`config.mk`:
```
export PLATFORM = sky130hd
export DESIGN_NAME = vga_timing_gen
export DESIGN_NICKNAME = d
export VERILOG_FILES = /design/src/rtl/vga_timing_gen_pkg.sv /design/src/rtl/vga_timing_gen_pixel_tick_gen.sv /design/src/rtl/vga_timing_gen.sv
export SDC_FILE = /design/constraint.sdc
export NUM_CORES = 1
export LEC_CHECK = 0
export BUFFER_PORTS_ARGS = -buffer_cell sky130_fd_sc_hd__buf_2
export CAP_MARGIN = 20
export CORE_ASPECT_RATIO = 1.75
export CORE_MARGIN = 3
export CORE_UTILIZATION = 40
export DETAILED_ROUTE_END_ITERATION = 10
export GPL_ROUTABILITY_DRIVEN = 0
export PLACE_DENSITY = 0.62
export SYNTH_ARGS = -nofsm -noshare
export SYNTH_HDL_FRONTEND = slang
export SYNTH_HIERARCHICAL = 1
export SYNTH_SLANG_ARGS = --single-unit
export TNS_END_PERCENT = 100
```
`constraint.sdc`:
```
create_clock -name clk -period 5.3 [get_ports clk]
set_input_delay 0 -clock clk [delete_from_list [all_inputs] [get_ports clk]]
set_output_delay 0 -clock clk [all_outputs]
set_load 0.02 [all_outputs]
```
`src/rtl/vga_timing_gen_pkg.sv`:
```
// Shared constants and types for the VGA timing path.
// Default raster is 640x480 @ 60 Hz: 800 pixels per line, 525 lines per frame.
package vga_pkg;

  localparam int COORD_W   = 10;
  localparam int COORD_LIM = 1 << COORD_W;

  typedef logic [COORD_W-1:0] coord_t;

  localparam int DEF_CLK_DIV   = 2;
  localparam int DEF_H_SYNC    = 96;
  localparam int DEF_H_BACK    = 48;
  localparam int DEF_H_VISIBLE = 640;
  localparam int DEF_H_FRONT   = 16;
  localparam int DEF_V_SYNC    = 2;
  localparam int DEF_V_BACK    = 33;
  localparam int DEF_V_VISIBLE = 480;
  localparam int DEF_V_FRONT   = 10;

  localparam int H_TOTAL = DEF_H_SYNC + DEF_H_BACK + DEF_H_VISIBLE + DEF_H_FRONT;
  localparam int V_TOTAL = DEF_V_SYNC + DEF_V_BACK + DEF_V_VISIBLE + DEF_V_FRONT;

  // Half-open window test: lo <= v < hi.
  function automatic logic in_window(input coord_t v, input coord_t lo, input coord_t hi);
    return (v >= lo) && (v < hi);
  endfunction

endpackage

```
`src/rtl/vga_timing_gen_pixel_tick_gen.sv`:
```
// Pixel-rate divider: produces a one-clock pixel strobe every CLK_DIV clocks
// and a registered pixel clock whose rising edge sits mid pixel period.
module pixel_tick_gen #(
  parameter int CLK_DIV = 2
) (
  input  logic clk,
  input  logic rst,
  input  logic en,
  output logic pixel_tick,
  output logic vga_clk
);

  localparam int DIV_W = (CLK_DIV > 1) ? $clog2(CLK_DIV) : 1;
  localparam logic [DIV_W-1:0] DIV_LAST = DIV_W'(CLK_DIV - 1);
  localparam logic [DIV_W-1:0] DIV_HALF = DIV_W'(CLK_DIV / 2);

  logic [DIV_W-1:0] div_cnt_reg;
  logic [DIV_W-1:0] div_cnt_next;
  logic             vga_clk_reg;

  // Divider advances only while scanning is enabled; wraps after the last phase.
  always_comb begin
    div_cnt_next = div_cnt_reg;
    if (en) begin
      div_cnt_next = (div_cnt_reg == DIV_LAST) ? '0 : div_cnt_reg + 1'b1;
    end
  end

  // vga_clk is decoded from the next divider phase so it stays aligned with div_cnt.
  always_ff @(posedge clk or negedge rst) begin
    if (!rst) begin
      div_cnt_reg <= '0;
      vga_clk_reg <= 1'b0;
    end else begin
      div_cnt_reg <= div_cnt_next;
      vga_clk_reg <= (div_cnt_next >= DIV_HALF);
    end
  end

  assign pixel_tick = en && (div_cnt_reg == DIV_LAST);
  assign vga_clk    = vga_clk_reg;

endmodule

```
`src/rtl/vga_timing_gen.sv`:
```
// VGA timing master: scans the raster one pixel per pixel_tick and decodes
// sync, visible-area and line/frame start pulses, all aligned to the coordinates.
module vga_timing_gen
  import vga_pkg::*;
#(
  parameter int CLK_DIV   = DEF_CLK_DIV,
  parameter int H_SYNC    = DEF_H_SYNC,
  parameter int H_BACK    = DEF_H_BACK,
  parameter int H_VISIBLE = DEF_H_VISIBLE,
  parameter int H_FRONT   = DEF_H_FRONT,
  parameter int V_SYNC    = DEF_V_SYNC,
  parameter int V_BACK    = DEF_V_BACK,
  parameter int V_VISIBLE = DEF_V_VISIBLE,
  parameter int V_FRONT   = DEF_V_FRONT
) (
  input  logic       clk,
  input  logic       rst,
  input  logic       en,
  output logic       vga_clk,
  output logic       pixel_tick,
  output logic [9:0] pixelx,
  output logic [9:0] pixely,
  output logic       hsync,
  output logic       vsync,
  output logic       video_on,
  output logic       line_start,
  output logic       frame_start
);

  localparam int H_SUM = H_SYNC + H_BACK + H_VISIBLE + H_FRONT;
  localparam int V_SUM = V_SYNC + V_BACK + V_VISIBLE + V_FRONT;

  // Geometry that does not fit the 10-bit coordinates is rejected at elaboration.
  generate
    if ((H_SUM > COORD_LIM) || (V_SUM > COORD_LIM) || (CLK_DIV < 2)) begin : g_param_error
      $error("vga_timing_gen: raster exceeds coordinate range or CLK_DIV < 2");
    end
  endgenerate

  localparam coord_t H_LAST      = coord_t'(H_SUM - 1);
  localparam coord_t V_LAST      = coord_t'(V_SUM - 1);
  localparam coord_t H_SYNC_END  = coord_t'(H_SYNC);
  localparam coord_t V_SYNC_END  = coord_t'(V_SYNC);
  localparam coord_t H_VIS_START = coord_t'(H_SYNC + H_BACK);
  localparam coord_t H_VIS_END   = coord_t'(H_SYNC + H_BACK + H_VISIBLE);
  localparam coord_t V_VIS_START = coord_t'(V_SYNC + V_BACK);
  localparam coord_t V_VIS_END   = coord_t'(V_SYNC + V_BACK + V_VISIBLE);

  logic   tick;
  coord_t pixelx_reg, pixelx_next;
  coord_t pixely_reg, pixely_next;
  logic   line_wrap, frame_wrap;
  logic   hsync_reg, vsync_reg, video_on_reg;
  logic   line_start_reg, frame_start_reg;

  pixel_tick_gen #(
    .CLK_DIV (CLK_DIV)
  ) u_pixel_tick_gen (
    .clk        (clk),
    .rst        (rst),
    .en         (en),
    .pixel_tick (tick),
    .vga_clk    (vga_clk)
  );

  // Next raster position: step x on each tick, carry into y at end of line.
  always_comb begin
    pixelx_next = pixelx_reg;
    pixely_next = pixely_reg;
    line_wrap   = tick && (pixelx_reg == H_LAST);
    frame_wrap  = line_wrap && (pixely_reg == V_LAST);
    if (tick) begin
      if (pixelx_reg == H_LAST) begin
        pixelx_next = '0;
        pixely_next = (pixely_reg == V_LAST) ? '0 : pixely_reg + 1'b1;
      end else begin
        pixelx_next = pixelx_reg + 1'b1;
      end
    end
  end

  // Counters plus decode from next values, so sync/video change with the coordinates.
  always_ff @(posedge clk or negedge rst) begin
    if (!rst) begin
      pixelx_reg      <= '0;
      pixely_reg      <= '0;
      hsync_reg       <= 1'b0;
      vsync_reg       <= 1'b0;
      video_on_reg    <= 1'b0;
      line_start_reg  <= 1'b0;
      frame_start_reg <= 1'b0;
    end else begin
      pixelx_reg      <= pixelx_next;
      pixely_reg      <= pixely_next;
      hsync_reg       <= !(pixelx_next < H_SYNC_END);
      vsync_reg       <= !(pixely_next < V_SYNC_END);
      video_on_reg    <= in_window(pixelx_next, H_VIS_START, H_VIS_END) &&
                         in_window(pixely_next, V_VIS_START, V_VIS_END);
      line_start_reg  <= line_wrap;
      frame_start_reg <= frame_wrap;
    end
  end

  assign pixel_tick  = tick;
  assign pixelx      = pixelx_reg;
  assign pixely      = pixely_reg;
  assign hsync       = hsync_reg;
  assign vsync       = vsync_reg;
  assign video_on    = video_on_reg;
  assign line_start  = line_start_reg;
  assign frame_start = frame_start_reg;

endmodule

```
==> impl_metrics.toml, run 1 <==
[status]
status = "finished clean"

[global_routing]
grt_pass1_wl_microns = 6050
track_usage_pct = 17.6
grt_max_degree = 27
gr-total-overflow = 0
antenna_found_initial = 0
grt_pass1_vias = 1357

[synth]
avgSynthCellArea_sq_um = 9.06
async_reset_ff_share_pct = 100
synth_cells = 161
synth_ff_type = "dfrtp_1"
ys_ff_latch = 26
yosysWarnings = 6
netlist_area_sq_um = 1460
syn_nets = 168
synthTopCellsByCount = "26 x dfrtp_1, 24 x nand2_1, 13 x nor2_1"
synth_top_cell_by_area = "dfrtp_1"
synth_seq_area_share_pct = 44.6
yosysMostFrequentCell = "dfrtp_1"
yosysUniqueCellTypes = 38
yosysTopAreaCellShare_pct = 44.6
netlist_top_cells_area = "dfrtp_1 45%, nand2_1 6.2%, o21ai_0 3.8%"
synth-edff-count = 0

[pwr]
max-vdd-ir-drop_mv = 0.187
p_leak_nw = 0.811
power.density_nw_per_um2 = 292
power_uw = 498

[sta]
min_period_ps = 3230
tightestPinTransition_ps = 572
skew_ps = 2.92
slew_headroom_pct = 61.9
drv_slew = 0
hold_violations = 0
timing.final.crit_share_pct = 61.0
max_freq_ghz = 0.309
final.setup.tns_ps = 0
setup_viol = 0
layout_setup_ws_ps = 2070
rsz0062_at_grt = "no"

[cells_and_area]
drive_above_1_share_pct = 22.4
nFillCells = 369
fin_area_sq_um = 1700
syn_to_final_growth_pct = 16.8
n_antenna_cell = 0
fin_nets = 200

[floorplan]
start_util_pct = 42.5
core_area_sq_um = 3430
dieHeight_microns = 85.9
io_pins = 30
die_w_microns = 51.7
die-area_sq_um = 4440
rows = 28

[critical_path]
crit_fanout = 12
ff2ff_setup_slack_ps = 2070
reg2reg_to = "vsync$_DFF_PN0_"
cp.arrival_ps = 3360
worstSetupStartpointType = "flop"
cp-end-kind = "flop"
r2r_cells = 7
rr_startpoint = "pixelx[5]$_DFF_PN0_"
path_class = "reg -> reg"
crit_required_ps = 5430
cp-startpoint = "pixelx[5]$_DFF_PN0_"

[clock_network]
clock_path_buffers = 2
h-tree-depth = 1
clock-sinks = 26
cts_made_buffers = 3
cts_tree = "yes"
cts_root_buf = "clkbuf_8"
clock_latency_ps = 260
path_clk_slew_ps = 90

[routing]
drc = 0
wl_per_cell_microns = 14.9
drt_iter0_drc = 37
vias = 1326
drt-pass1-iter-count = 4
ant_nets = 0
vias_per_cell = 5.59
drt_wl_total_microns = 3530

[placed_design]
place_area_sq_um = 1630
preCtsSetupSlack_ps = 2130
dp_hpwl_microns = 2670
port_buffers = 29

[min_path]
hold_class = "in -> async"

[run]
maxCapViolations = 0
## cells in the final DEF (no fill, tap or decap), drive strengths merged, types with 3 or more instances in the layout
master  instances
inv            10
xor2            3
ha              4
o31ai           3
nand2          24
buf            29
or2             3
xnor2           5
and3            3
o21ai          11
a21oi           7
nor3            3
clkbuf          4
dfrtp          26
nand4           4
or3             3
nor2b           3
nor2           13
o22ai           3
nand3           9
## worst max-delay path, stage by stage, from the launching register on
cell	delay (ps)
dfrtp_1	480
or4b_4	590
or4_4	530
inv_1	340
nand4_1	170
xor2_1	240
inv_1	80
or4b_2	670
## repair_timing
action / in CTS / in global routing
setup buffers: 0 / 0
hold buffers: 2 / 0
hold endpoints to repair: 27 / 0
gates resized for setup: 0 / 0
## power breakdown
group	internal [mW]	switching, mW	leakage [nW]
Clock	0.0663	0.0598	0.0288
Sequential	0.221	0.0279	0.327
Combinational	0.0476	0.0751	0.455
Total	0.335	0.163	0.811
## per-layer routing
layer  global-route usage (%)  wire [microns]
met1                     19.7            1380
met2                     31.7            1910
met3                     2.09             137
met4                     9.07              96
met5                        0               0
## cell families after synthesis
family | count (synthesis) | synth area share [%]
buffers and inverters | 14 | 4.72
DFF | 26 | 44.6
xor gates and xnor gates | 8 | 4.80
adders and majority gates | 4 | 3.43
and+or+nand+nor | 79 | 28.9
AOI/OAI and AO/OA | 28 | 12.0
muxes | 2 | 1.54
## layout make-up
cell class	instances	area [sq um]	share of cell area [%]
sequential	26	651	38.2
inverter	10	37.5	2.20
clock buffer	4	55.1	3.23
multi-input combinational	121	739	43.4
timing repair buffer	31	165	9.69
tap	45	56.3	3.30
## per-stage QoR
stage | hold slack, ps | std cells | util, %
final | 256 | 237 | 49.6
after global placement | 32.3 | 231 | 47.4
after CTS | 275 | 237 | 49.6
after global routing | 315 | 237 | 49.6
after detailed placement | 36.2 | 231 | 47.4
after floorplan | -296 | 161 | -
## how the worst max path moves through the flow
| stage | endpoint | slack, ps | cells past startpoint |
|---|---|---|---|
| floorplan | vsync$_DFF_PN0_ | 2180 | 10 |
| global placement | vsync$_DFF_PN0_ | 2240 | 7 |
| detailed placement | vsync$_DFF_PN0_ | 2130 | 7 |
| CTS | vsync$_DFF_PN0_ | 2110 | 7 |
| global route | vsync$_DFF_PN0_ | 1910 | 7 |
| finish | vsync$_DFF_PN0_ | 2070 | 7 |
Note: power is estimated with default switching activity, not from simulation.
==> inputs of run 2 (changes only) <==
--- a/config.mk
+++ b/config.mk
@@ -12,7 +12,7 @@
 export CORE_UTILIZATION = 40
 export DETAILED_ROUTE_END_ITERATION = 10
 export GPL_ROUTABILITY_DRIVEN = 0
-export PLACE_DENSITY = 0.62
+export PLACE_DENSITY = 0.65
 export SYNTH_ARGS = -nofsm -noshare
 export SYNTH_HDL_FRONTEND = slang
 export SYNTH_HIERARCHICAL = 1
==> constraint.sdc (replaced) <==
create_clock -name clk -period 2.9 [get_ports clk]
set_input_delay 0 -clock clk [delete_from_list [all_inputs] [get_ports clk]]
set_output_delay 0 -clock clk [all_outputs]
set_load 0.02 [all_outputs]
==> run 2 against run 1 <==
Net effect: count of clock-buffer cells in the layout unchanged; final cell count is 4.6% higher; final area up 5.9%; non-clock buffer count increased by 11; global-route usage up 0.76 points; worst setup slack lost 1900 ps; sequential cell count unchanged; sequential share of layout area fell by 2.0 points.
==> impl_metrics.toml, run 2 (synthesis gave the netlist of run 1 again) <==
[cells_and_area]
syn_to_final_growth_pct = 23.7
n_antenna_cell = 0
drive_above_1_share_pct = 28.6
fin_nets = 211
nFillCells = 341
layout_common_cells = "29 x buf_2, 25 x dfrtp_1, 24 x nand2_1"
finalNonFillerCells = 248
final_common_cell = "buf_2"

[clock_network]
cts_root_buf = "clkbuf_8"
cts_made_buffers = 3
path_clk_slew_ps = 90
h-tree-depth = 1
postCtsSetupBuffers = 0
clock_path_buffers = 2
clock-sinks = 26
cts_tree = "yes"
clock_latency_ps = 270

[sta]
timing.final.crit_share_pct = 95.1
skew_ps = 5.70
layout_setup_ws_ps = 141
slew_headroom_pct = 62.6
final.setup.tns_ps = 0
rsz0062_at_grt = "no"
max_freq_ghz = 0.362
min_period_ps = 2760
setup_viol = 0
hold_violations = 0
tightestPinTransition_ps = 561
drv_slew = 0

[floorplan]
core_area_sq_um = 3430
die_w_microns = 51.7
io_pins = 30
die-area_sq_um = 4440
start_util_pct = 42.5
rows = 28
dieHeight_microns = 85.9

[pwr]
p_switching_uw = 298
internal-power_uw = 604
p_comb_share_pct = 27.2
switching_share_pct = 33.0
power_uw = 902
pwr-share-clk_pct = 22.6
max-vdd-ir-drop_mv = 0.309
pwr-share-seq_pct = 50.2
p_leak_nw = 0.857
power.density_nw_per_um2 = 500

[status]
status = "finished clean"

[placed_design]
preCtsSetupSlack_ps = 17.0
dpl.cell_count = 242
dp_hpwl_microns = 2820
port_buffers = 29

[routing]
drc = 0
drt_wl_total_microns = 3610
drt-pass1-iter-count = 4
vias_per_cell = 5.45
ant_nets = 0
wl_per_cell_microns = 14.5
drt_iter0_drc = 24
vias = 1351

[critical_path]
path_class = "reg -> reg"
worstSetupStartpointType = "flop"
crit_required_ps = 3100
cp-end-kind = "flop"
cp.arrival_ps = 2960
crit_fanout = 9

[global_routing]
grt_pass1_vias = 1413
antenna_found_initial = 0
grt_pass1_wl_microns = 6240
grt_max_degree = 27
track_usage_pct = 18.4
gr-total-overflow = 0

[min_path]
hold_class = "in -> async"

[run]
maxCapViolations = 0
-- run 2: critical path, stage by stage (launching register included) --
cell and delay [ps]:
dfrtp_1 390, or4b_4 560, or4_4 520, a22oi_2 230, nand4b_1 160, or3_1 360
or3_1 320, a31oi_1 160
-- run 2: worst paths after layout --
kind / start / endpoint / slack [ps] / depth (start not counted)
max: pixelx[7]$_DFF_PN0_ / video_on$_DFF_PN0_ / 140 / 7
min: rst / pixely[8]$_DFF_PN0_ / 250 / 2
max reg2reg: pixelx[7]$_DFF_PN0_ / video_on$_DFF_PN0_ / 140 / 7
min reg2reg: u_pixel_tick_gen/div_cnt_reg$_DFF_PN0_ / u_pixel_tick_gen/div_cnt_reg$_DFF_PN0_ / 540 / 1
max in group asynchronous: rst / pixelx[5]$_DFF_PN0_ / 2250 / 2
min in group clk: en / u_pixel_tick_gen/div_cnt_reg$_DFF_PN0_ / 530 / 3
-- run 2: repair_timing --
item	in CTS	in global routing
endpoints found under the setup margin	1	1
endpoints found under the hold margin	27	0
pin swaps	1	0
hold buffers	2	0
gates resized for setup	0	1
-- run 2: per-layer routing --
layer,vias up,track usage (%),wire length (microns)
met4,0,10.0,148
met1,647,19.8,1380
met3,13,2.26,115
met2,36,33.5,1960
met5,-,0,0
li1,655,-,-
-- run 2: stage by stage --
stage / area [sq um] / util (%) / hold WS (ps)
3_5_place_dp: 1730 / 50.5 / 31.2
4_1_cts: 1800 / 52.4 / 272
6_report: 1800 / 52.6 / 249
3_3_place_gp: 1730 / 50.5 / 25.2
2_1_floorplan: 1490 / - / -296
5_1_grt: 1800 / 52.6 / 319
-- run 2: cell type report --
type	instances	area, sq um	area share (%)
multi-input combinational	121	766	42.4
sequential	26	652	36.1
timing repair buffer	42	248	13.7
tap	45	56.3	3.12
clock buffer	4	45.0	2.50
inverter	10	37.5	2.08
-- run 2: power by group through the flow --
stage               Sequential, mW  Combinational (mW)  Clock [mW]
finish                       0.453               0.245       0.204
global route                 0.461               0.272       0.225
CTS                          0.453               0.250       0.214
detailed placement           0.461               0.247           0
global placement             0.457               0.238           0
floorplan                    0.506               0.114           0
==> inputs of run 3 (changes only) <==
--- a/config.mk
+++ b/config.mk
@@ -12,7 +12,7 @@
 export CORE_UTILIZATION = 40
 export DETAILED_ROUTE_END_ITERATION = 10
 export GPL_ROUTABILITY_DRIVEN = 0
-export PLACE_DENSITY = 0.65
+export PLACE_DENSITY = 0.71
 export SYNTH_ARGS = -nofsm -noshare
 export SYNTH_HDL_FRONTEND = slang
 export SYNTH_HIERARCHICAL = 1
==> run 3 against run 2 <==
Net effect: count of clock-buffer cells in the layout is the same; global-route usage down 1.3 points; sequential power decreased by 0.9%; critical path depth unchanged; final area is 0.14% higher; register-to-register slack is essentially flat; via count shrank 1.8%; clock skew shrank 2.7 ps; critical endpoint unchanged; largest cell class unchanged.
==> impl_metrics.toml, run 3 (synthesis gave the netlist of run 1 again) <==
[status]
status = "finished clean"

[clock_network]
cts_tree = "yes"
clock_latency_ps = 270
cts_made_buffers = 3
cts_root_buf = "clkbuf_8"
clock_path_buffers = 2
clock-sinks = 26
h-tree-depth = 1
path_clk_slew_ps = 80

[routing]
drt_wl_total_microns = 3430
vias = 1327
ant_nets = 0
drt-pass1-iter-count = 4
drc = 0
vias_per_cell = 5.37
wl_per_cell_microns = 13.9
drt_iter0_drc = 30

[cells_and_area]
multiInputGateArea_sq_um = 766
layout_common_cells = "29 x buf_2, 25 x dfrtp_1, 24 x nand2_1"
seqCellArea_sq_um = 652
syn_to_final_growth_pct = 23.8
n_antenna_cell = 0
drive_above_1_share_pct = 28.7
fin_nets = 210
fin_area_sq_um = 1810
nFillCells = 359
final_common_cell = "buf_2"

[floorplan]
dieHeight_microns = 85.9
die_w_microns = 51.7
die-area_sq_um = 4440
core_area_sq_um = 3430
start_util_pct = 42.5
rows = 28
io_pins = 30

[pwr]
p_comb_share_pct = 27.8
switching_share_pct = 32.1
power_uw = 934
power.density_nw_per_um2 = 517
p_leak_nw = 0.859
pwr-share-clk_pct = 24.2
pwr-share-seq_pct = 48.0
p_switching_uw = 300
internal-power_uw = 634
max-vdd-ir-drop_mv = 0.301

[sta]
rsz0062_at_grt = "no"
timing.final.crit_share_pct = 95.3
min_period_ps = 2760
final.setup.tns_ps = 0
hold_violations = 0
tightestPinTransition_ps = 559
slew_headroom_pct = 62.7
layout_setup_ws_ps = 136
max_freq_ghz = 0.362
skew_ps = 3.03
drv_slew = 0
setup_viol = 0

[critical_path]
worstSetupStartpointType = "flop"
cp_slowest_cell = "or4b_4"
cp_slowest_stage_delay_ps = 550
crit_required_ps = 3090
cp.arrival_ps = 2960
path_class = "reg -> reg"
cp-end-kind = "flop"
r2r_cells = 7
crit_fanout = 12
path_cells = "or4b_4 > or4_4 > a22oi_2 > nand4b_1 > or3_1 > or3_1 > a31oi_1"
path_common_cell = "or3_1"

[global_routing]
antenna_found_initial = 0
grt_pass1_vias = 1328
gr-total-overflow = 0
grt_max_degree = 27
track_usage_pct = 17.1
grt_pass1_wl_microns = 5750

[placed_design]
preCtsSetupSlack_ps = 15.1
place_area_sq_um = 1730
dp_hpwl_microns = 2680
port_buffers = 29

[min_path]
hold_class = "in -> async"

[run]
maxCapViolations = 0
run 3: metrics by stage:
step / util (%) / hold WS [ps] / cells
CTS: 52.5 / 260 / 247
detailed placement: 50.3 / 26.4 / 241
floorplan: - / -296 / 161
finish: 52.6 / 254 / 247
global placement: 50.3 / 29.6 / 241
global route: 52.6 / 305 / 247
run 3: what timing repair did:
item,in CTS,in global routing
setup endpoints to repair,1,1
setup buffers,0,0
pin swaps,1,0
endpoints found under the hold margin,27,0
resized for setup,0,1
hold buffers,2,0
run 3: power by group through the flow:
stage               clock network (mW)  registers, mW  logic (mW)
finish                           0.226          0.449       0.260
global route                     0.254          0.454       0.291
CTS                              0.237          0.449       0.265
detailed placement                   0          0.456       0.263
global placement                     0          0.454       0.255
floorplan                            0          0.506       0.114
run 3: path summary, 6_finish.rpt:
check	startpoint	to	slack (ps)
setup / recovery	pixelx[7]$_DFF_PN0_	video_on$_DFF_PN0_	140
hold / removal	rst	pixelx[0]$_DFF_PN0_	250
setup reg to reg	pixelx[7]$_DFF_PN0_	video_on$_DFF_PN0_	140
hold reg to reg	u_pixel_tick_gen/div_cnt_reg$_DFF_PN0_	u_pixel_tick_gen/div_cnt_reg$_DFF_PN0_	540
max in group asynchronous	rst	pixelx[5]$_DFF_PN0_	2240
min in group clk	en	u_pixel_tick_gen/div_cnt_reg$_DFF_PN0_	510
run 3: area by class of cell:
class	count	area share (%)
timing repair buffer	41	13.3
inverter	10	2.08
sequential	26	36.1
multi-input combinational	121	42.4
clock buffer	4	3.05
tap	45	3.12
run 3: routing by layer:
metal  vias to the layer above  GRT usage, %  routed length [microns]
met3                        12          1.91                      143
met4                         0          11.7                      152
met5                         -             0                        0
met2                        36          29.4                     1780
li1                        648             -                        -
met1                       631          19.0                     1350
run 3: worst max-delay path: cells and delay by family (launching register included):
kind	cells	cell delay, ps
flops	1	380
compound gates	2	410
simple gates	5	1890
